$ cat src/rtl/alu_pkg.sv
// Shared types and constants for the ALU issue stage: ALU op codes, forward selects,
// opcodes and the ID/EX pipeline record.
package alu_pkg;

  localparam int unsigned ALU_XLEN   = 32;
  localparam int unsigned ALU_REG_AW = 5;

  typedef enum logic [2:0] {
    ALU_ADD = 3'b000,
    ALU_SUB = 3'b001,
    ALU_AND = 3'b010,
    ALU_OR  = 3'b011,
    ALU_SLT = 3'b100,
    ALU_XOR = 3'b101
  } alu_op_t;

  typedef enum logic [1:0] {
    FWD_REG = 2'b00,
    FWD_WB  = 2'b01,
    FWD_MEM = 2'b10
  } fwd_sel_t;

  localparam logic [6:0] OP_R      = 7'b0110011;
  localparam logic [6:0] OP_I      = 7'b0010011;
  localparam logic [6:0] OP_LOAD   = 7'b0000011;
  localparam logic [6:0] OP_STORE  = 7'b0100011;
  localparam logic [6:0] OP_BRANCH = 7'b1100011;

  typedef struct packed {
    alu_op_t alu_op;
    logic    alu_src_imm;
    logic    reg_write;
    logic    mem_read;
    logic    mem_write;
    logic    branch;
    logic    illegal;
  } ctrl_t;

  typedef struct packed {
    logic                  valid;
    ctrl_t                 ctrl;
    logic [ALU_REG_AW-1:0] rd;
    logic [ALU_REG_AW-1:0] rs1;
    logic [ALU_REG_AW-1:0] rs2;
    logic [ALU_XLEN-1:0]   rd1;
    logic [ALU_XLEN-1:0]   rd2;
    logic [ALU_XLEN-1:0]   imm;
  } id_ex_t;

  // Encoding 2'b11 is not a forwarding source and falls back to the register value.
  function automatic logic [ALU_XLEN-1:0] fwd_mux(input fwd_sel_t sel,
                                                  input logic [ALU_XLEN-1:0] reg_v,
                                                  input logic [ALU_XLEN-1:0] wb_v,
                                                  input logic [ALU_XLEN-1:0] mem_v);
    case (sel)
      FWD_WB:  return wb_v;
      FWD_MEM: return mem_v;
      default: return reg_v;
    endcase
  endfunction

endpackage

$ cat src/rtl/alu_issue_stage_if.sv
// ID-to-EX issue bus: decode inputs, hazard controls, forwarding sources and EX outputs.
interface alu_issue_stage_if #(
  parameter int unsigned XLEN   = 32,
  parameter int unsigned REG_AW = 5
);
  logic              id_valid;
  logic [31:0]       id_instr;
  logic [XLEN-1:0]   id_rd1;
  logic [XLEN-1:0]   id_rd2;
  logic [XLEN-1:0]   id_imm;
  logic              stall;
  logic              flush;
  logic [1:0]        fwd_a;
  logic [1:0]        fwd_b;
  logic [XLEN-1:0]   mem_result;
  logic [XLEN-1:0]   wb_result;

  logic [2:0]        Control_Line;
  logic [XLEN-1:0]   SrcA;
  logic [XLEN-1:0]   SrcB;
  logic [XLEN-1:0]   ex_store_data;
  logic              ex_valid;
  logic              ex_reg_write;
  logic [REG_AW-1:0] ex_rd;
  logic [REG_AW-1:0] ex_rs1;
  logic [REG_AW-1:0] ex_rs2;
  logic              ex_branch;
  logic              ex_mem_read;
  logic              ex_mem_write;
  logic              ex_illegal;

  modport master (
    output id_valid, id_instr, id_rd1, id_rd2, id_imm, stall, flush,
           fwd_a, fwd_b, mem_result, wb_result,
    input  Control_Line, SrcA, SrcB, ex_store_data, ex_valid, ex_reg_write,
           ex_rd, ex_rs1, ex_rs2, ex_branch, ex_mem_read, ex_mem_write, ex_illegal
  );

  modport slave (
    input  id_valid, id_instr, id_rd1, id_rd2, id_imm, stall, flush,
           fwd_a, fwd_b, mem_result, wb_result,
    output Control_Line, SrcA, SrcB, ex_store_data, ex_valid, ex_reg_write,
           ex_rd, ex_rs1, ex_rs2, ex_branch, ex_mem_read, ex_mem_write, ex_illegal
  );
endinterface

$ cat src/rtl/alu_ctrl_decode.sv
// Combinational instruction decoder: opcode/funct3/funct7[30] to ALU op and control bits.
module alu_ctrl_decode
  import alu_pkg::*;
(
  input  logic [6:0] opcode_i,
  input  logic [2:0] funct3_i,
  input  logic       funct7_b5_i,
  output ctrl_t      ctrl_c_o
);

  // Classify by opcode first, then resolve the ALU op from funct3.
  always_comb begin
    ctrl_c_o = '0;
    case (opcode_i)
      OP_R, OP_I: begin
        ctrl_c_o.reg_write   = 1'b1;
        ctrl_c_o.alu_src_imm = (opcode_i == OP_I);
        case (funct3_i)
          3'b000:  ctrl_c_o.alu_op = (opcode_i == OP_R && funct7_b5_i) ? ALU_SUB : ALU_ADD;
          3'b111:  ctrl_c_o.alu_op = ALU_AND;
          3'b110:  ctrl_c_o.alu_op = ALU_OR;
          3'b010:  ctrl_c_o.alu_op = ALU_SLT;
          3'b100:  ctrl_c_o.alu_op = ALU_XOR;
          default: ctrl_c_o.illegal = 1'b1;
        endcase
      end
      OP_LOAD: begin
        ctrl_c_o.alu_src_imm = 1'b1;
        ctrl_c_o.mem_read    = 1'b1;
        ctrl_c_o.reg_write   = 1'b1;
      end
      OP_STORE: begin
        ctrl_c_o.alu_src_imm = 1'b1;
        ctrl_c_o.mem_write   = 1'b1;
      end
      OP_BRANCH: begin
        if (funct3_i == 3'b000) begin
          ctrl_c_o.alu_op = ALU_SUB;
          ctrl_c_o.branch = 1'b1;
        end else begin
          ctrl_c_o.illegal = 1'b1;
        end
      end
      default: ctrl_c_o.illegal = 1'b1;
    endcase

    // An unsupported encoding must not cause any architectural side effect.
    if (ctrl_c_o.illegal) begin
      ctrl_c_o         = '0;
      ctrl_c_o.illegal = 1'b1;
    end
  end

endmodule

$ cat src/rtl/alu_issue_stage.sv
// ALU issue stage: decodes the ID instruction into the ID/EX register and drives
// forwarded ALU operands into EX.
module alu_issue_stage
  import alu_pkg::*;
#(
  parameter int unsigned XLEN   = 32,
  parameter int unsigned REG_AW = 5
) (
  input  logic             clk,
  input  logic             reset,
  alu_issue_stage_if.slave bus
);

  ctrl_t                 dec_ctrl_c;
  id_ex_t                id_entry_c;
  id_ex_t                id_ex_d;
  id_ex_t                id_ex_q;
  logic [ALU_XLEN-1:0]   src_a_c;
  logic [ALU_XLEN-1:0]   store_data_c;
  logic                  unused_instr_c;

  alu_ctrl_decode u_decode (
    .opcode_i    (bus.id_instr[6:0]),
    .funct3_i    (bus.id_instr[14:12]),
    .funct7_b5_i (bus.id_instr[30]),
    .ctrl_c_o    (dec_ctrl_c)
  );

  assign unused_instr_c = ^{bus.id_instr[31], bus.id_instr[29:25]};

  // Assemble the ID/EX record for the incoming instruction; writes to x0 are dropped.
  always_comb begin
    id_entry_c       = '0;
    id_entry_c.valid = 1'b1;
    id_entry_c.ctrl  = dec_ctrl_c;
    id_entry_c.rd    = ALU_REG_AW'(bus.id_instr[11:7]);
    id_entry_c.rs1   = ALU_REG_AW'(bus.id_instr[19:15]);
    id_entry_c.rs2   = ALU_REG_AW'(bus.id_instr[24:20]);
    id_entry_c.rd1   = ALU_XLEN'(bus.id_rd1);
    id_entry_c.rd2   = ALU_XLEN'(bus.id_rd2);
    id_entry_c.imm   = ALU_XLEN'(bus.id_imm);
    if (bus.id_instr[11:7] == 5'd0) begin
      id_entry_c.ctrl.reg_write = 1'b0;
    end
  end

  // Flush beats stall; an idle ID slot becomes a bubble.
  always_comb begin
    id_ex_d = id_ex_q;
    if (bus.flush) begin
      id_ex_d = '0;
    end else if (!bus.stall) begin
      id_ex_d = bus.id_valid ? id_entry_c : '0;
    end
  end

  always_ff @(posedge clk) begin
    if (reset) begin
      id_ex_q <= '0;
    end else begin
      id_ex_q <= id_ex_d;
    end
  end

  assign src_a_c      = fwd_mux(fwd_sel_t'(bus.fwd_a), id_ex_q.rd1,
                                ALU_XLEN'(bus.wb_result), ALU_XLEN'(bus.mem_result));
  assign store_data_c = fwd_mux(fwd_sel_t'(bus.fwd_b), id_ex_q.rd2,
                                ALU_XLEN'(bus.wb_result), ALU_XLEN'(bus.mem_result));

  assign bus.Control_Line  = 3'(id_ex_q.ctrl.alu_op);
  assign bus.SrcA          = XLEN'(src_a_c);
  assign bus.SrcB          = XLEN'(id_ex_q.ctrl.alu_src_imm ? id_ex_q.imm : store_data_c);
  assign bus.ex_store_data = XLEN'(store_data_c);
  assign bus.ex_valid      = id_ex_q.valid;
  assign bus.ex_reg_write  = id_ex_q.ctrl.reg_write;
  assign bus.ex_rd         = REG_AW'(id_ex_q.rd);
  assign bus.ex_rs1        = REG_AW'(id_ex_q.rs1);
  assign bus.ex_rs2        = REG_AW'(id_ex_q.rs2);
  assign bus.ex_branch     = id_ex_q.ctrl.branch;
  assign bus.ex_mem_read   = id_ex_q.ctrl.mem_read;
  assign bus.ex_mem_write  = id_ex_q.ctrl.mem_write;
  assign bus.ex_illegal    = id_ex_q.ctrl.illegal;

endmodule
$ cat src/flat_wrapper.sv
// flat-port wrapper written by rule: the top's interface ports become plain ports
module alu_issue_stage_flat import alu_pkg::*;
#(
  parameter int unsigned XLEN   = 32,
  parameter int unsigned REG_AW = 5
)
  (clk, reset, bus_id_valid, bus_id_instr, bus_id_rd1, bus_id_rd2, bus_id_imm, bus_stall, bus_flush, bus_fwd_a, bus_fwd_b, bus_mem_result, bus_wb_result, bus_Control_Line, bus_SrcA, bus_SrcB, bus_ex_store_data, bus_ex_valid, bus_ex_reg_write, bus_ex_rd, bus_ex_rs1, bus_ex_rs2, bus_ex_branch, bus_ex_mem_read, bus_ex_mem_write, bus_ex_illegal);
  alu_issue_stage_if #(.XLEN(XLEN), .REG_AW(REG_AW)) bus_i ();
  input  logic clk;
  input  logic reset;
  input wire logic [$bits(bus_i.id_valid)-1:0] bus_id_valid;
  input wire logic [$bits(bus_i.id_instr)-1:0] bus_id_instr;
  input wire logic [$bits(bus_i.id_rd1)-1:0] bus_id_rd1;
  input wire logic [$bits(bus_i.id_rd2)-1:0] bus_id_rd2;
  input wire logic [$bits(bus_i.id_imm)-1:0] bus_id_imm;
  input wire logic [$bits(bus_i.stall)-1:0] bus_stall;
  input wire logic [$bits(bus_i.flush)-1:0] bus_flush;
  input wire logic [$bits(bus_i.fwd_a)-1:0] bus_fwd_a;
  input wire logic [$bits(bus_i.fwd_b)-1:0] bus_fwd_b;
  input wire logic [$bits(bus_i.mem_result)-1:0] bus_mem_result;
  input wire logic [$bits(bus_i.wb_result)-1:0] bus_wb_result;
  output wire logic [$bits(bus_i.Control_Line)-1:0] bus_Control_Line;
  output wire logic [$bits(bus_i.SrcA)-1:0] bus_SrcA;
  output wire logic [$bits(bus_i.SrcB)-1:0] bus_SrcB;
  output wire logic [$bits(bus_i.ex_store_data)-1:0] bus_ex_store_data;
  output wire logic [$bits(bus_i.ex_valid)-1:0] bus_ex_valid;
  output wire logic [$bits(bus_i.ex_reg_write)-1:0] bus_ex_reg_write;
  output wire logic [$bits(bus_i.ex_rd)-1:0] bus_ex_rd;
  output wire logic [$bits(bus_i.ex_rs1)-1:0] bus_ex_rs1;
  output wire logic [$bits(bus_i.ex_rs2)-1:0] bus_ex_rs2;
  output wire logic [$bits(bus_i.ex_branch)-1:0] bus_ex_branch;
  output wire logic [$bits(bus_i.ex_mem_read)-1:0] bus_ex_mem_read;
  output wire logic [$bits(bus_i.ex_mem_write)-1:0] bus_ex_mem_write;
  output wire logic [$bits(bus_i.ex_illegal)-1:0] bus_ex_illegal;
  assign bus_i.id_valid = bus_id_valid;
  assign bus_i.id_instr = bus_id_instr;
  assign bus_i.id_rd1 = bus_id_rd1;
  assign bus_i.id_rd2 = bus_id_rd2;
  assign bus_i.id_imm = bus_id_imm;
  assign bus_i.stall = bus_stall;
  assign bus_i.flush = bus_flush;
  assign bus_i.fwd_a = bus_fwd_a;
  assign bus_i.fwd_b = bus_fwd_b;
  assign bus_i.mem_result = bus_mem_result;
  assign bus_i.wb_result = bus_wb_result;
  assign bus_Control_Line = bus_i.Control_Line;
  assign bus_SrcA = bus_i.SrcA;
  assign bus_SrcB = bus_i.SrcB;
  assign bus_ex_store_data = bus_i.ex_store_data;
  assign bus_ex_valid = bus_i.ex_valid;
  assign bus_ex_reg_write = bus_i.ex_reg_write;
  assign bus_ex_rd = bus_i.ex_rd;
  assign bus_ex_rs1 = bus_i.ex_rs1;
  assign bus_ex_rs2 = bus_i.ex_rs2;
  assign bus_ex_branch = bus_i.ex_branch;
  assign bus_ex_mem_read = bus_i.ex_mem_read;
  assign bus_ex_mem_write = bus_i.ex_mem_write;
  assign bus_ex_illegal = bus_i.ex_illegal;
  alu_issue_stage #(.XLEN(XLEN), .REG_AW(REG_AW)) u_core (.clk(clk), .reset(reset), .bus(bus_i));
endmodule
$ cat config.mk
export PLATFORM = sky130hd
export DESIGN_NAME = alu_issue_stage_flat
export DESIGN_NICKNAME = d
export VERILOG_FILES = /design/src/rtl/alu_pkg.sv /design/src/rtl/alu_issue_stage_if.sv /design/src/rtl/alu_ctrl_decode.sv /design/src/rtl/alu_issue_stage.sv /design/src/flat_wrapper.sv
export SDC_FILE = /design/constraint.sdc
export NUM_CORES = 1
export LEC_CHECK = 0
export ABC_AREA = 1
export BUFFER_PORTS_ARGS = -buffer_cell sky130_fd_sc_hd__buf_4
export CAP_MARGIN = 20
export CORE_UTILIZATION = 25
export DETAILED_ROUTE_END_ITERATION = 6
export PLACE_DENSITY_LB_ADDON = 0.25
export SLEW_MARGIN = 5
export SYNTH_ARGS = -nofsm -noshare
export SYNTH_HDL_FRONTEND = slang
export SYNTH_SLANG_ARGS = --single-unit
export TNS_END_PERCENT = 50
$ cat constraint.sdc
create_clock -name clk -period 1.8 [get_ports clk]
set_input_delay 0.18 -clock clk [delete_from_list [all_inputs] [get_ports clk]]
set_output_delay 0.18 -clock clk [all_outputs]
set_load 0.005 [all_outputs]
==> summary.txt <==
Status
  • Status: finished clean

Critical path
  • Critical path endpoint category: output pin
  • Worst r2r src: u_core.id_ex_q[116]$_SDFFE_PP0N_
  • RR Endpoint: u_core.id_ex_q[116]$_SDFFE_PP0N_
  • R2R cell count: 2
  • Critical path cell sequence: buf_4 > inv_1 > ha_2 > inv_2 > buf_12 > buf_4 > nor2_1 > a21oi_1 > nand2_1 > nand2_1 > buf_4
  • Worst Setup SP: bus_fwd_b[0]
  • Largest stage delay on the critical path: 0.31 ns
  • Crit path kind: input pin to output pin
  • Cell repeated most along the worst path: buf_4
  • Worst Path Arrival: 1.53 ns
  • CP max-delay cell: ha_2
  • R2R setup slack: 1.09 ns
  • Startpoint Class: input pin
  • Worst-path maximum fanout: 14
  • CP required: 1.62 ns

Pwr
  • Pwr dens: 862 mW/mm^2
  • Worst VDD drop: 479 uV
  • Pleak: 4.29 nW
  • Pwr Total: 8.35 mW

Logic synthesis
  • Seq cells post-synth: 121
  • Commonest cells post-synth: nand2_1 (403), a21oi_1 (251), dfxtp_1 (121), nor2_1 (73), buf_2 (33)
  • Unique masters post-synth: 26
  • Cell taking the most area after synthesis: dfxtp_1
  • Avg Cell Area, Syn: 6.38 um^2
  • YS warnings: 0
  • Mapped cell area: 0.00629 mm^2
  • Top cell type's share of synthesized area: 38.5%
  • Most common cell in the netlist: nand2_1
  • Main area contributors after synthesis: dfxtp_1 (39%), nand2_1 (24%), a21oi_1 (20%)
  • Main flop type after synthesis: dfxtp_1
  • Sequential area share after synthesis: 38.5%
  • Post-Syn Instances: 986
  • Fraction of registers with async set/reset: 0%
  • Post-synth EDFFs: 0
  • Post-synth net total: 1,191

Routing
  • Routed wire length: 26,300 um
  • Drt pass-1 iters: 6
  • Iteration-0 DRC Markers: 635
  • Via density: 4.71
  • Routed WL per cell: 16.3 um
  • DRC: 0
  • Via count: 7,619
  • Post-route ant nets: 0

Timing
  • Relative slew slack: 57.3%
  • Min Tclk post-route: 1.71 ns
  • Worst-margin pin slew: 0.641 ns
  • Final setup viols: 0
  • Max Clock Skew: 0 ns
  • RSZ-0062 raised after global routing: false
  • Max Slew Vio Count: 0
  • Final period util: 95.1%
  • Final hold vios: 0
  • Setup TNS: 0 ns
  • Maximum clock rate: 0.584 GHz

CTS
  • Num CTS Buffers: 17
  • Longest Clk Path Bufs: 2
  • Clk slew on worst S/H paths: 0.06 ns
  • Max H-tree Level: 4
  • CTS sink cnt: 121
  • CTS Root Cell: clkbuf_16
  • Worst-Skew Late Latency: 0.42 ns
  • CTS tree: built

Die
  • Die area: 0.0258 mm^2
  • Die width: 161 um
  • Die height: 161 um
  • I/O pins: 321
  • Site row count: 57
  • Core Area: 0.0245 mm^2
  • Starting Density: 25.7%

GRT
  • Overall Global Routing Usage: 20.0%
  • First-pass GRT wire length: 40,200 um
  • Remaining Overflow, GRT: 0
  • Largest net degree at the start of global routing: 122
  • Initial antenna violation count: 0
  • Vias in the first global route: 7,302

Job
  • MaxCap Viol Count: 0

Finish
  • Layout fillers: 2,754
  • Sequential cell area: 0.00242 mm^2
  • Area delta synth->final: 54.2%
  • Multi-input gate area: 0.00328 mm^2
  • Share of layout cells above drive strength 1: 31.7%
  • Layout Nets: 1,484
  • Number of diodes: 0

Placement
  • PortBufs: 314
  • Hpwl dp: 19,300 um
  • Placer Congestion: 0.954

Worst hold path
  • Hold path endpoint: u_core.id_ex_q[0]$_SDFFE_PP0N_
  • Worst hold path class: input pin to flop
  • Worst hold stages: 3
  • Hold path start: bus_id_imm[0]
[where the power goes]
| part | leakage, nW | switching, mW | internal (mW) | total [mW] |
|---|---|---|---|---|
| combinational | 3.00 | 0.928 | 0.931 | 1.86 |
| sequential | 0.980 | 0.0270 | 2.73 | 2.76 |
| clock | 0.305 | 1.37 | 2.37 | 3.74 |
[cell type report]
cell class              count  area share (%)
multi-input cells         757            33.9
repair buffers            365            29.6
flip-flops and latches    121            25.0
clock buffers              19            4.57
well taps                 324            4.18
clock inverters            13            1.99
inverters                  17           0.736
[cell usage in the layout, fill, tap and decap left out, types with 8 or more instances in the layout]
| cell type | instances |
|---|---|
| a21oi_1 | 242 |
| a21oi_2 | 10 |
| buf_12 | 8 |
| buf_4 | 345 |
| clkbuf_16 | 17 |
| dfxtp_1 | 120 |
| dlygate4sd3_1 | 10 |
| inv_1 | 12 |
| nand2_1 | 403 |
| nand3_1 | 10 |
| nor2_1 | 73 |
[registers in the layout (all words and copies together) (netlist names), 3 cells and up]
name and flops:
u_core.id_ex_q 97, u_core.bus.ex_rd 5, u_core.bus.ex_rs1 5, u_core.bus.ex_rs2 5
u_core.bus.Control_Line 3
[how the worst max path moves through the flow]
stage                         endpoint  slack, ns
after floorplan           bus_SrcA[10]       0.43
after global placement    bus_SrcB[17]     -0.003
after detailed placement   bus_SrcB[3]      0.006
after CTS                  bus_SrcB[3]      0.004
after global routing      bus_SrcB[17]      0.006
final                     bus_SrcB[15]       0.09
[kinds of logic after synthesis]
kind of cell | count (synthesis) | share of synthesized area, %
flip-flops | 121 | 38.5
AO/OA/AOI/OAI | 255 | 20.4
AND/OR/NAND/NOR | 497 | 30.3
XOR/XNOR | 1 | 0.139
buffers and inverters | 108 | 9.85
adder cells (fa/ha/maj) | 4 | 0.796
[through the flow]
stage	cell area, um^2	setup slack (ns)	utilization [%]	hold WS, ns	cells
2_1_floorplan	6290	0.426	-	0.321	986
3_3_place_gp	8910	-0.00304	36.4	0.433	1574
3_5_place_dp	8910	0.00581	36.4	0.440	1574
4_1_cts	9650	0.00391	39.4	0.000222	1616
5_1_grt	9690	0.00563	39.6	0.00420	1616
6_report	9690	0.0887	39.6	0.0120	1616
[routing by layer]
metal | up-vias | track usage, % | wire (um)
li1 | 3750 | - | -
met1 | 3521 | 25.9 | 11500
met2 | 314 | 32.9 | 12500
met3 | 34 | 4.16 | 1950
met4 | 0 | 6.49 | 458
met5 | - | 0 | 0
[worst max-delay path, delay by kind of cell]
kind | cells | cell delay [ns]
compound gates | 1 | 0.16
fa+ha+maj | 1 | 0.31
buf+inv | 6 | 0.67
simple gates | 3 | 0.18
[repair_timing]
| item | 4_1_cts | 5_1_grt |
|---|---|---|
| pin swaps | 0 | 0 |
| endpoints found under the setup margin | 16 | 32 |
| gates resized for setup | 1 | 13 |
| hold endpoints to repair | 10 | 0 |
| hold buffers | 10 | 0 |
| setup buffers | 0 | 0 |
No activity file was read; power rests on OpenSTA's default activity.
